===== src/rtl/ltc2324_pkg.sv =====
// Shared types and default timing for the LTC2324 conversion/readout sequencer.
package ltc2324_pkg;

    localparam int PERIOD_CYC_DEF   = 64;
    localparam int CNV_HIGH_CYC_DEF = 3;
    localparam int CONV_CYC_DEF     = 40;
    localparam int NBITS_DEF        = 16;
    localparam int TMR_W            = 16;
    localparam int CNT_W            = 16;

    typedef enum logic [2:0] {
        ST_IDLE,
        ST_CNV,
        ST_CONV,
        ST_SHIFT,
        ST_LATCH,
        ST_HOLD
    } state_e;

endpackage


===== src/rtl/ltc2324_cnv_ctrl_cyc_timer.sv =====
// Loadable down-counter with a zero flag; times the CNV, CONV and SHIFT phases.
module ltc2324_cnv_ctrl_cyc_timer
    import ltc2324_pkg::*;
(
    input  logic             clk,
    input  logic             reset,
    input  logic             load,
    input  logic [TMR_W-1:0] load_val,
    output logic             zero
);

    logic [TMR_W-1:0] cnt_q;
    logic [TMR_W-1:0] cnt_d;

    always_comb begin
        cnt_d = cnt_q;
        if (load) begin
            cnt_d = load_val;
        end else if (cnt_q != '0) begin
            cnt_d = cnt_q - 1'b1;
        end
    end

    always_ff @(posedge clk) begin
        if (reset) begin
            cnt_q <= '0;
        end else begin
            cnt_q <= cnt_d;
        end
    end

    assign zero = (cnt_q == '0);

endmodule


===== src/rtl/ltc2324_cnv_ctrl.sv =====
// LTC2324 CNV/SCK sequencer: issues CNV, waits out conversion, gates a 16-bit SCK
// burst and strobes the downstream deserializer. Free-running or triggered.
module ltc2324_cnv_ctrl
    import ltc2324_pkg::*;
#(
    parameter int PERIOD_CYC   = PERIOD_CYC_DEF,
    parameter int CNV_HIGH_CYC = CNV_HIGH_CYC_DEF,
    parameter int CONV_CYC     = CONV_CYC_DEF,
    parameter int NBITS        = NBITS_DEF
) (
    input  logic             clk_sdr,
    input  logic             reset,
    input  logic             enable,
    input  logic             free_run,
    input  logic             trig,
    input  logic [3:0]       channel_id,
    input  logic             clr_ovr,
    output logic             cnv,
    output logic             sck_en,
    output logic             rx_start,
    output logic             data_latch,
    output logic [3:0]       channel,
    output logic             busy,
    output logic             overrun,
    output logic [CNT_W-1:0] sample_cnt
);

    localparam logic [TMR_W-1:0] CNV_LOAD    = TMR_W'(CNV_HIGH_CYC - 1);
    localparam logic [TMR_W-1:0] CONV_LOAD   = TMR_W'(CONV_CYC - 1);
    localparam logic [TMR_W-1:0] SHIFT_LOAD  = TMR_W'(NBITS - 1);
    localparam logic [CNT_W-1:0] PERIOD_LAST = CNT_W'(PERIOD_CYC - 1);

    state_e           state_q, state_d;
    logic             tmr_load;
    logic [TMR_W-1:0] tmr_val;
    logic             tmr_zero;
    logic             start;
    logic             period_done;

    logic [CNT_W-1:0] period_cnt_q, period_cnt_d;
    logic [CNT_W-1:0] sample_cnt_q, sample_cnt_d;
    logic [3:0]       channel_q, channel_d;
    logic             cnv_q, cnv_d;
    logic             sck_en_q, sck_en_d;
    logic             rx_start_q, rx_start_d;
    logic             data_latch_q, data_latch_d;
    logic             busy_q, busy_d;
    logic             overrun_q, overrun_d;

    // In SHIFT the timer count is the bit index, NBITS-1 down to 0.
    ltc2324_cnv_ctrl_cyc_timer u_timer (
        .clk      (clk_sdr),
        .reset    (reset),
        .load     (tmr_load),
        .load_val (tmr_val),
        .zero     (tmr_zero)
    );

    assign period_done = (period_cnt_q >= PERIOD_LAST);

    always_comb begin
        state_d  = state_q;
        tmr_load = 1'b0;
        tmr_val  = '0;
        start    = 1'b0;
        case (state_q)
            ST_IDLE: begin
                if (enable && (free_run || trig)) start = 1'b1;
            end
            ST_CNV: begin
                if (tmr_zero) begin
                    state_d  = ST_CONV;
                    tmr_load = 1'b1;
                    tmr_val  = CONV_LOAD;
                end
            end
            ST_CONV: begin
                if (tmr_zero) begin
                    state_d  = ST_SHIFT;
                    tmr_load = 1'b1;
                    tmr_val  = SHIFT_LOAD;
                end
            end
            ST_SHIFT: begin
                if (tmr_zero) state_d = ST_LATCH;
            end
            ST_LATCH: begin
                // A period already used up by the frame skips HOLD entirely.
                if (!free_run) begin
                    state_d = ST_IDLE;
                end else if (period_done) begin
                    if (enable) start = 1'b1;
                    else        state_d = ST_IDLE;
                end else begin
                    state_d = ST_HOLD;
                end
            end
            ST_HOLD: begin
                if (period_done) begin
                    if (enable && free_run) start = 1'b1;
                    else                    state_d = ST_IDLE;
                end
            end
            default: state_d = ST_IDLE;
        endcase
        if (start) begin
            state_d  = ST_CNV;
            tmr_load = 1'b1;
            tmr_val  = CNV_LOAD;
        end
    end

    // Outputs are decoded from the next state so they leave the flops aligned with it.
    always_comb begin
        period_cnt_d = period_cnt_q;
        if (start) begin
            period_cnt_d = '0;
        end else if (period_cnt_q != '1) begin
            period_cnt_d = period_cnt_q + 1'b1;
        end

        channel_d    = start ? channel_id : channel_q;
        cnv_d        = (state_d == ST_CNV);
        sck_en_d     = (state_d == ST_SHIFT);
        rx_start_d   = (state_d == ST_SHIFT) && (state_q != ST_SHIFT);
        data_latch_d = (state_d == ST_LATCH);
        busy_d       = (state_d != ST_IDLE);
        sample_cnt_d = (state_d == ST_LATCH) ? sample_cnt_q + 1'b1 : sample_cnt_q;

        overrun_d = overrun_q;
        if (trig && enable && !free_run && (state_q != ST_IDLE)) begin
            overrun_d = 1'b1;
        end else if (clr_ovr) begin
            overrun_d = 1'b0;
        end
    end

    always_ff @(posedge clk_sdr) begin
        if (reset) begin
            state_q      <= ST_IDLE;
            period_cnt_q <= '0;
            sample_cnt_q <= '0;
            channel_q    <= '0;
            cnv_q        <= 1'b0;
            sck_en_q     <= 1'b0;
            rx_start_q   <= 1'b0;
            data_latch_q <= 1'b0;
            busy_q       <= 1'b0;
            overrun_q    <= 1'b0;
        end else begin
            state_q      <= state_d;
            period_cnt_q <= period_cnt_d;
            sample_cnt_q <= sample_cnt_d;
            channel_q    <= channel_d;
            cnv_q        <= cnv_d;
            sck_en_q     <= sck_en_d;
            rx_start_q   <= rx_start_d;
            data_latch_q <= data_latch_d;
            busy_q       <= busy_d;
            overrun_q    <= overrun_d;
        end
    end

    assign cnv        = cnv_q;
    assign sck_en     = sck_en_q;
    assign rx_start   = rx_start_q;
    assign data_latch = data_latch_q;
    assign channel    = channel_q;
    assign busy       = busy_q;
    assign overrun    = overrun_q;
    assign sample_cnt = sample_cnt_q;

endmodule


===== config.mk =====
export PLATFORM = sky130hd
export DESIGN_NAME = ltc2324_cnv_ctrl
export DESIGN_NICKNAME = d
export VERILOG_FILES = /design/src/rtl/ltc2324_pkg.sv /design/src/rtl/ltc2324_cnv_ctrl_cyc_timer.sv /design/src/rtl/ltc2324_cnv_ctrl.sv
export SDC_FILE = /design/constraint.sdc
export NUM_CORES = 1
export LEC_CHECK = 0
export BUFFER_PORTS_ARGS = -buffer_cell sky130_fd_sc_hd__clkbuf_2
export CORE_UTILIZATION = 35
export DETAILED_ROUTE_END_ITERATION = 16
export SETUP_SLACK_MARGIN = 0.05
export SYNTH_ARGS = -nofsm -noshare
export SYNTH_HDL_FRONTEND = slang
export SYNTH_SLANG_ARGS = --single-unit

===== constraint.sdc =====
create_clock -name clk_sdr -period 2.94 [get_ports clk_sdr]
set_input_delay 0.294 -clock clk_sdr [delete_from_list [all_inputs] [get_ports clk_sdr]]
set_output_delay 0.294 -clock clk_sdr [all_outputs]
set_load 0.01 [all_outputs]

After elaboration in Yosys (flattened, before gate mapping)
Cells that the tools add are included.
{"block": "classes", "n_addsub": 3, "n_mul": 0, "div_mod_pow": 0, "order_cmp": 1, "eq_ne": 10, "shift": 0, "muxes": 28, "bitwise_logic": 0, "reduce_logical": 17}
{"cell": "16-bit 2-to-1 mux", "n": 3}
{"cell": "16-bit by 1-bit adder with 16-bit output, second input constant", "n": 2}
{"cell": "3-bit 2-to-1 mux", "n": 9}
{"cell": "3-bit case mux with 6 select lines", "n": 1}
{"cell": "16-bit by 6-bit greater-or-equal comparator with 1-bit output, second input constant", "n": 1}
{"cell": "16-bit logical NOT", "n": 1}
{"cell": "16-bit != test, second input constant", "n": 1}
{"cell": "16-bit nonzero test", "n": 1}
{"cell": "16-bit by 1-bit subtractor with 16-bit output, second input constant", "n": 1}
{"cell": "6-bit case mux with 2 select lines", "n": 1}
{"cell": "1-bit 2-to-1 mux", "n": 11}
{"cell": "3-bit by 2-bit equality test with 1-bit output, second input constant", "n": 3}
{"cell": "3-bit equality test, second input constant", "n": 3}
{"cell": "3-bit by 1-bit equality test with 1-bit output, second input constant", "n": 2}
{"cell": "1-bit logical AND", "n": 6}
{"cell": "6-bit 2-to-1 mux", "n": 1}
{"cell": "3-bit nonzero test", "n": 2}
{"cell": "4-bit 2-to-1 mux", "n": 1}
{"cell": "2-bit nonzero test", "n": 2}
{"cell": "2-bit OR reduction", "n": 2}
{"cell": "3-bit logical NOT", "n": 1}
{"cell": "3-bit by 2-bit != test with 1-bit output, second input constant", "n": 1}
{"cell": "1-bit case mux with 3 select lines", "n": 1}
{"cell": "1-bit logical NOT", "n": 1}
{"cell": "1-bit logical OR", "n": 1}
{"block": "word_totals", "register_bits": 61, "latchBits": 0, "mem_bits_rw": 0, "romBits": 0, "input_bits": 10, "output_inout_bits": 26, "wordCells": 70, "n_memories": 0}

Logic depth before layout (Yosys ltp)
{"block": "logic_depth", "depth_word": 7, "ltp_mapped": 9, "depth_no_buf": 7}

Hierarchy
Synthesis repeated with hierarchy kept, for this count alone.
{"block": "hier_totals", "hier_cells": 376, "area_unflattened_um2": 3201.8}
{"module": "ltc2324_cnv_ctrl", "instances": 1, "cells_per_inst": 260, "area_per_inst_um2": 2237.1, "seq_area_each_um2": 900.9}
{"module": "ltc2324_cnv_ctrl_cyc_timer", "instances": 1, "cells_per_inst": 116, "area_per_inst_um2": 964.7, "seq_area_each_um2": 320.3}

Least setup slack after synthesis
OpenSTA, ideal clock, no wires.
{"block": "synth_timing", "path_kind": "register to register", "from": "register u_timer.cnt_q[7]", "to": "register cnv_q, in the netlist cnv", "setup_ps": 91, "arrival_time_ps": 1967, "t_required_ps": 2849, "setup_slack_ps": 882, "path_stages_with_launch": 6, "n_path_buf": 0, "synth_period_minus_slack_ps": 2058, "path_cell_list": "dfxtp_1 nor4_4 and4_1 mux2_2 a31o_2 nor4bb_1"}
{"block": "synth_between", "elab_chain_cells": 5, "word_cells_on_any_way": 7, "cone_classes": "eq/ne (1); mux (5); reduce/logical (1)"}
{"element": "from (decl)", "line_no": "ltc2324_cnv_ctrl_cyc_timer.sv:12", "source": "logic [TMR_W-1:0] cnt_q;"}
{"element": "from (signal assigned)", "line_no": "ltc2324_cnv_ctrl_cyc_timer.sv:28", "source": "cnt_q <= cnt_d;"}
{"element": "16-bit logical NOT (*)", "line_no": "ltc2324_cnv_ctrl_cyc_timer.sv:32", "source": "assign zero = (cnt_q == '0);"}
{"element": "3-bit 2-to-1 mux (on tied branches)", "line_no": "ltc2324_cnv_ctrl.sv:85, ltc2324_cnv_ctrl.sv:71, ltc2324_cnv_ctrl.sv:78"}
{"element": "3-bit case mux with 6 select lines (*)", "line_no": "ltc2324_cnv_ctrl.sv:66", "source": "case (state_q)"}
{"element": "3-bit 2-to-1 mux (*)", "line_no": "ltc2324_cnv_ctrl.sv:106", "source": "if (start) begin"}
{"element": "3-bit by 1-bit equality test with 1-bit output (*)", "line_no": "ltc2324_cnv_ctrl.sv:123", "source": "cnv_d = (state_d == ST_CNV);"}
{"element": "to (signal assigned)", "line_no": "ltc2324_cnv_ctrl.sv:155", "source": "cnv_q <= cnv_d;"}
{"element": "to (decl)", "line_no": "ltc2324_cnv_ctrl.sv:43", "source": "logic cnv_q, cnv_d;"}
Every way passes the cells marked *; elsewhere a longest branch is shown, timed or not.
A chain may end at the register's enable or synchronous reset.

Worst setup path in the final report
{"block": "layout_timing", "from": "register period_cnt_q[6]", "to": "register period_cnt_q[6]"}
{"block": "layout_between", "elab_chain_cells": 5, "word_cells_on_any_way": 8, "cone_classes": "add/sub (1); order compare (1); eq/ne (1); mux (4); reduce/logical (1)"}
{"element": "from (decl)", "line_no": "ltc2324_cnv_ctrl.sv:40", "source": "logic [CNT_W-1:0] period_cnt_q, period_cnt_d;"}
{"element": "from (signal assigned)", "line_no": "ltc2324_cnv_ctrl.sv:152", "source": "period_cnt_q <= period_cnt_d;"}
{"element": "16-bit by 6-bit greater-or-equal comparator with 1-bit output", "line_no": "ltc2324_cnv_ctrl.sv:59", "source": "assign period_done = (period_cnt_q >= PERIOD_LAST);"}
{"element": "1-bit 2-to-1 mux", "line_no": "ltc2324_cnv_ctrl.sv:91", "source": "end else if (period_done) begin"}
{"element": "1-bit 2-to-1 mux", "line_no": "ltc2324_cnv_ctrl.sv:89", "source": "if (!free_run) begin"}
{"element": "1-bit case mux with 3 select lines", "line_no": "ltc2324_cnv_ctrl.sv:66"}
{"element": "2-bit OR reduction (no line)"}
Parallel ways exist; a longest one is shown, timed or not.

==> PnR_summary.wiki <==
{| class="wikitable"
! Metric !! Value
|-
| First-pass GRT wire length || ~10000 µm
|-
| Post-route fraction of the period consumed by the critical path || about 77%
|-
| Reg2Reg Setup Slack || between 0.6 and 0.7 ns
|-
| Startpoint of the most critical register-to-register path || period_cnt_q[6]$_SDFFE_PP0P_
|-
| Internal power contribution || about 1700 µW
|-
| Startpoint type of the worst setup path || flip-flop
|-
| TritonCTS clock tree || done
|-
| Area of the core || 7888 µm²
|-
| Series of cell instances along the critical path || nor4_1 -> o21ai_0 -> o31ai_4 -> nand2b_1 -> buf_4 -> nor2_1
|-
| Worst skew pair latency || roughly 0.34 ns
|-
| Top-level I/O count || 36
|-
| Sequential power share || approximately two fifths
|-
| Area of the mapped netlist || between 2000 and 3000 µm²
|-
| Detailed-placement wirelength estimate || 4068 µm
|-
| Fraction of registers with async set/reset || 0%
|-
| Routed wire per std cell || between 10 and 15 µm
|-
| Worst reg2reg path depth || 6
|-
| Prevailing post-synth register cell || sky130_fd_sc_hd__dfxtp_1
|-
| Routability congestion estimate from global placement || 0.8000
|-
| Post-synth net total || about 350
|-
| Detailed-route DRC error count || 0
|-
| Crit path required time || about 3.2 ns
|-
| Final setup skew || 0.01201 ns
|-
| Layout Nets || 387
|-
| Number of flops mapped to enable cells by yosys || 0
|-
| Post-synth top cells || sky130_fd_sc_hd__dfxtp_1, sky130_fd_sc_hd__nor2_1, sky130_fd_sc_hd__xnor2_1
|-
| Buffer cell driving the clock tree root || sky130_fd_sc_hd__clkbuf_8
|-
| Number of antenna cells inserted || 0
|-
| Outcome || completed
|-
| Post-CTS setup buffer count || 0
|-
| Power spent charging and discharging nets || a little over 1000 µW
|-
| Arrival time at the worst endpoint || 2.55 ns
|-
| Die boundary height || roughly 93 µm
|-
| Standby leakage power || about 0.0013 µW
|-
| Iter 0 DRT Violations || between 60 and 70
|-
| Cell row count || 32
|-
| Number of buffers created by CTS || 9
|-
| Maximum single-stage delay on the critical path || roughly 0.55 ns
|-
| Detailed-router iteration count before antenna repair || 6
|-
| Syn-to-layout area delta || 15.57%
|-
| Setup Total Neg Slack || 0 ns
|-
| Clock slew at reported path FFs || 0.08 ns
|-
| Max Buffers Root-to-Sink || 2
|-
| Critical path class || flip-flop to flip-flop
|-
| Final Hold Fails || 0
|-
| Part of the Yosys area used for sequential elements || between 40% and 50%
|-
| Pin count of the biggest net entering global routing || 33
|-
| Number of global-route vias before repair || roughly 2200
|-
| Die X || 93.29 µm
|-
| Cell type with the highest aggregate area in the netlist || sky130_fd_sc_hd__dfxtp_1
|-
| Total wirelength of the detailed-routed design || around 6000 µm
|-
| Switching Fraction || between 30% and 40%
|-
| Time the final worst path needs with I/O delays and setup || 2.268 ns
|-
| Number of buffers added on ports || 35
|-
| Worst setup path end || period_cnt_q[6]$_SDFFE_PP0P_
|-
| CP Buf/Inv Count || 1
|-
| Overflow left after global routing || 0
|-
| Total vias in the final route || approximately 2400
|-
| Count of hold buffers inserted by post-cts repair || 0
|-
| Crit end category || flip-flop
|-
| Relative contribution of the clock network to total power || 23.6%
|-
| Placed Cells incl. Taps || 464
|-
| Post-Synthesis Mean Instance Area || 8.654 µm²
|-
| Number of fillers in the final layout || between 700 and 800
|-
| Max-cap viol count || 0
|-
| Relative max-transition margin || about 47%
|-
| Combinational power share || 36.2%
|-
| Worst IR drop on VDD || roughly 370 µV
|-
| Clock sink count || a little over 60
|-
| Vias per std cell || 5.058
|-
| RSZ-0062 raised after global routing || false
|-
| Most frequent cell after synthesis || sky130_fd_sc_hd__dfxtp_1
|-
| Crit path from || period_cnt_q[6]$_SDFFE_PP0P_
|-
| Post-synth cell types || 45
|-
| Cell class contributing the biggest share of worst-path delay || compound AO/OA/AOI/OAI gates
|-
| Setup-failing EPs final || 0
|-
| Starting density of the core || a little under two fifths
|-
| Power Dens Cells || 805.9 nW/µm²
|-
| Final design utilization || a little over two fifths
|-
| Synth warn || 0
|-
| Cell with the largest stage delay on the worst path || sky130_fd_sc_hd__o31ai_4
|-
| Peak clock frequency supported by timing || 441.0 MHz
|-
| Number of instances in the synthesized netlist || between 300 and 400
|-
| Worst hold path class || input pin to flip-flop
|-
| Number of antenna violations at the first check in global routing || 0
|-
| Worst hold path stage count || 3
|-
| Post-cts repair resize count || 0
|-
| R2r endpoint || period_cnt_q[6]$_SDFFE_PP0P_
|-
| Flop and latch count out of synthesis || 61
|-
| Area contributors post-synth || sky130_fd_sc_hd__dfxtp_1, sky130_fd_sc_hd__nor2_1, sky130_fd_sc_hd__xnor2_1
|-
| Actual transition at the worst max-transition pin || 0.7882 ns
|-
| Final max-slew violation count || 0
|-
| Final Non-Filler Cells || 480
|-
| Die Area || 8702 µm²
|-
| Top cell type's share of synthesized area || about two fifths
|-
| Total global-route track usage || between 10 and 15%
|-
| Crit path depth || 6
|-
| Antenna Violating Nets Remaining || 0
|-
| CTS HTree Levels || 3
|-
| Share of layout cells above drive strength 1 || a little under a fifth
|-
| Largest fanout of any net on the critical path || 11
|}
power by group through the flow:
| stage | sequential, µW | clock (µW) | combinational [µW] |
|---|---|---|---|
| after floorplan | 1080 | 0 | 788 |
| after global placement | 1100 | 0 | 975 |
| after detailed placement | 1110 | 0 | 974 |
| after CTS | 1090 | 674 | 986 |
| after global routing | 1110 | 700 | 1100 |
| final | 1090 | 641 | 983 |
state kept, by name, indices dropped and copies added, names as in the netlist:
register       flops
sample_cnt        16
sck_en             1
cnv                1
data_latch         1
channel            4
state_q            3
busy               1
overrun            1
rx_start           1
period_cnt_q      16
u_timer.cnt_q     16
tightest hold or removal path, delay by kind of cell:
kind	cells	cell delay, ns
buffers and inverters	1	0.07
multiplexers	1	0.05
AND/OR/NAND/NOR	1	0.07
per-stage QoR:
step                area [µm²]  hold WS, ns  power, µW  worst slack [ns]
CTS                       3371       0.1660       2752            0.6150
global placement          3203       0.4604       2078            0.6362
finish                    3371       0.1866       2716            0.6722
global route              3371       0.1802       2919            0.4799
detailed placement        3203       0.4619       2081            0.6372
floorplan                 2917       0.4379       1870            0.8818
logic make-up (layout without fill, tap and decap cells):
group / after synthesis / in the layout / share of synthesized area, %
xor gates and xnor gates: 34 / 34 / 10.21
adders and majority gates: 4 / 4 / 1.716
and+or+nand+nor: 160 / 160 / 29.86
DFF: 61 / 61 / 41.87
muxes: 7 / 7 / 2.531
buffers and inverters: 26 / 67 / 3.389
AOI/OAI and AO/OA: 45 / 45 / 10.42
layer usage:
metal / track usage [%] / vias to the layer above / wire, µm
met5: 0 / - / 0
li1: - / 1270 / -
met4: 6.154 / 0 / 83
met3: 4.390 / 7 / 172
met1: 19.33 / 1120 / 3034
met2: 22.00 / 31 / 2597
worst min-delay path by stage:
stage / from / to / slack, ns
2_1_floorplan: channel_id[0] / channel[0]$_SDFFE_PP0P_ / 0.44
3_3_place_gp: overrun$_SDFFE_PP0P_ / overrun$_SDFFE_PP0P_ / 0.46
3_5_place_dp: overrun$_SDFFE_PP0P_ / overrun$_SDFFE_PP0P_ / 0.46
4_1_cts: channel_id[3] / channel[3]$_SDFFE_PP0P_ / 0.17
5_1_grt: channel_id[3] / channel[3]$_SDFFE_PP0P_ / 0.18
6_report: channel_id[3] / channel[3]$_SDFFE_PP0P_ / 0.19
cells in the final DEF (no fill, tap or decap), types with 3 or more instances in the layout:
| master | synthesis | routed |
|---|---|---|
| sky130_fd_sc_hd__dfxtp_1 | 61 | 61 |
| sky130_fd_sc_hd__nor2_1 | 58 | 58 |
| sky130_fd_sc_hd__clkbuf_2 | 0 | 35 |
| sky130_fd_sc_hd__xnor2_1 | 23 | 23 |
| sky130_fd_sc_hd__nand2_1 | 18 | 18 |
| sky130_fd_sc_hd__a21oi_1 | 17 | 17 |
| sky130_fd_sc_hd__nand4_1 | 14 | 14 |
| sky130_fd_sc_hd__nand3_1 | 12 | 12 |
| sky130_fd_sc_hd__nor3_1 | 12 | 12 |
| sky130_fd_sc_hd__xor2_1 | 11 | 11 |
| sky130_fd_sc_hd__inv_1 | 10 | 10 |
| sky130_fd_sc_hd__nor4_1 | 9 | 9 |
| sky130_fd_sc_hd__clkbuf_8 | 0 | 9 |
| sky130_fd_sc_hd__nand2b_1 | 7 | 7 |
| sky130_fd_sc_hd__a211oi_1 | 6 | 6 |
| sky130_fd_sc_hd__buf_4 | 0 | 6 |
| sky130_fd_sc_hd__o21ai_0 | 5 | 5 |
| sky130_fd_sc_hd__nand4b_1 | 5 | 5 |
| sky130_fd_sc_hd__a31o_2 | 5 | 5 |
| sky130_fd_sc_hd__a31oi_1 | 4 | 4 |
| sky130_fd_sc_hd__and3_1 | 4 | 4 |
| sky130_fd_sc_hd__mux2i_1 | 4 | 4 |
| sky130_fd_sc_hd__ha_1 | 4 | 4 |
| sky130_fd_sc_hd__and4_1 | 3 | 3 |
| sky130_fd_sc_hd__nor2b_1 | 3 | 3 |
| sky130_fd_sc_hd__clkinv_2 | 0 | 3 |
cell type report:
| cell class | count | area, µm² | share of cell area [%] |
|---|---|---|---|
| Clock buffer | 10 | 127.6 | 3.786 |
| Clock inverter | 6 | 40.04 | 1.188 |
| Inverter | 10 | 37.54 | 1.114 |
| Multi-Input combinational cell | 250 | 1597 | 47.36 |
| Sequential cell | 61 | 1221 | 36.23 |
| Tap cell | 102 | 127.6 | 3.786 |
| Timing Repair Buffer | 41 | 220.2 | 6.533 |
Power figures use the tool's default switching activity.
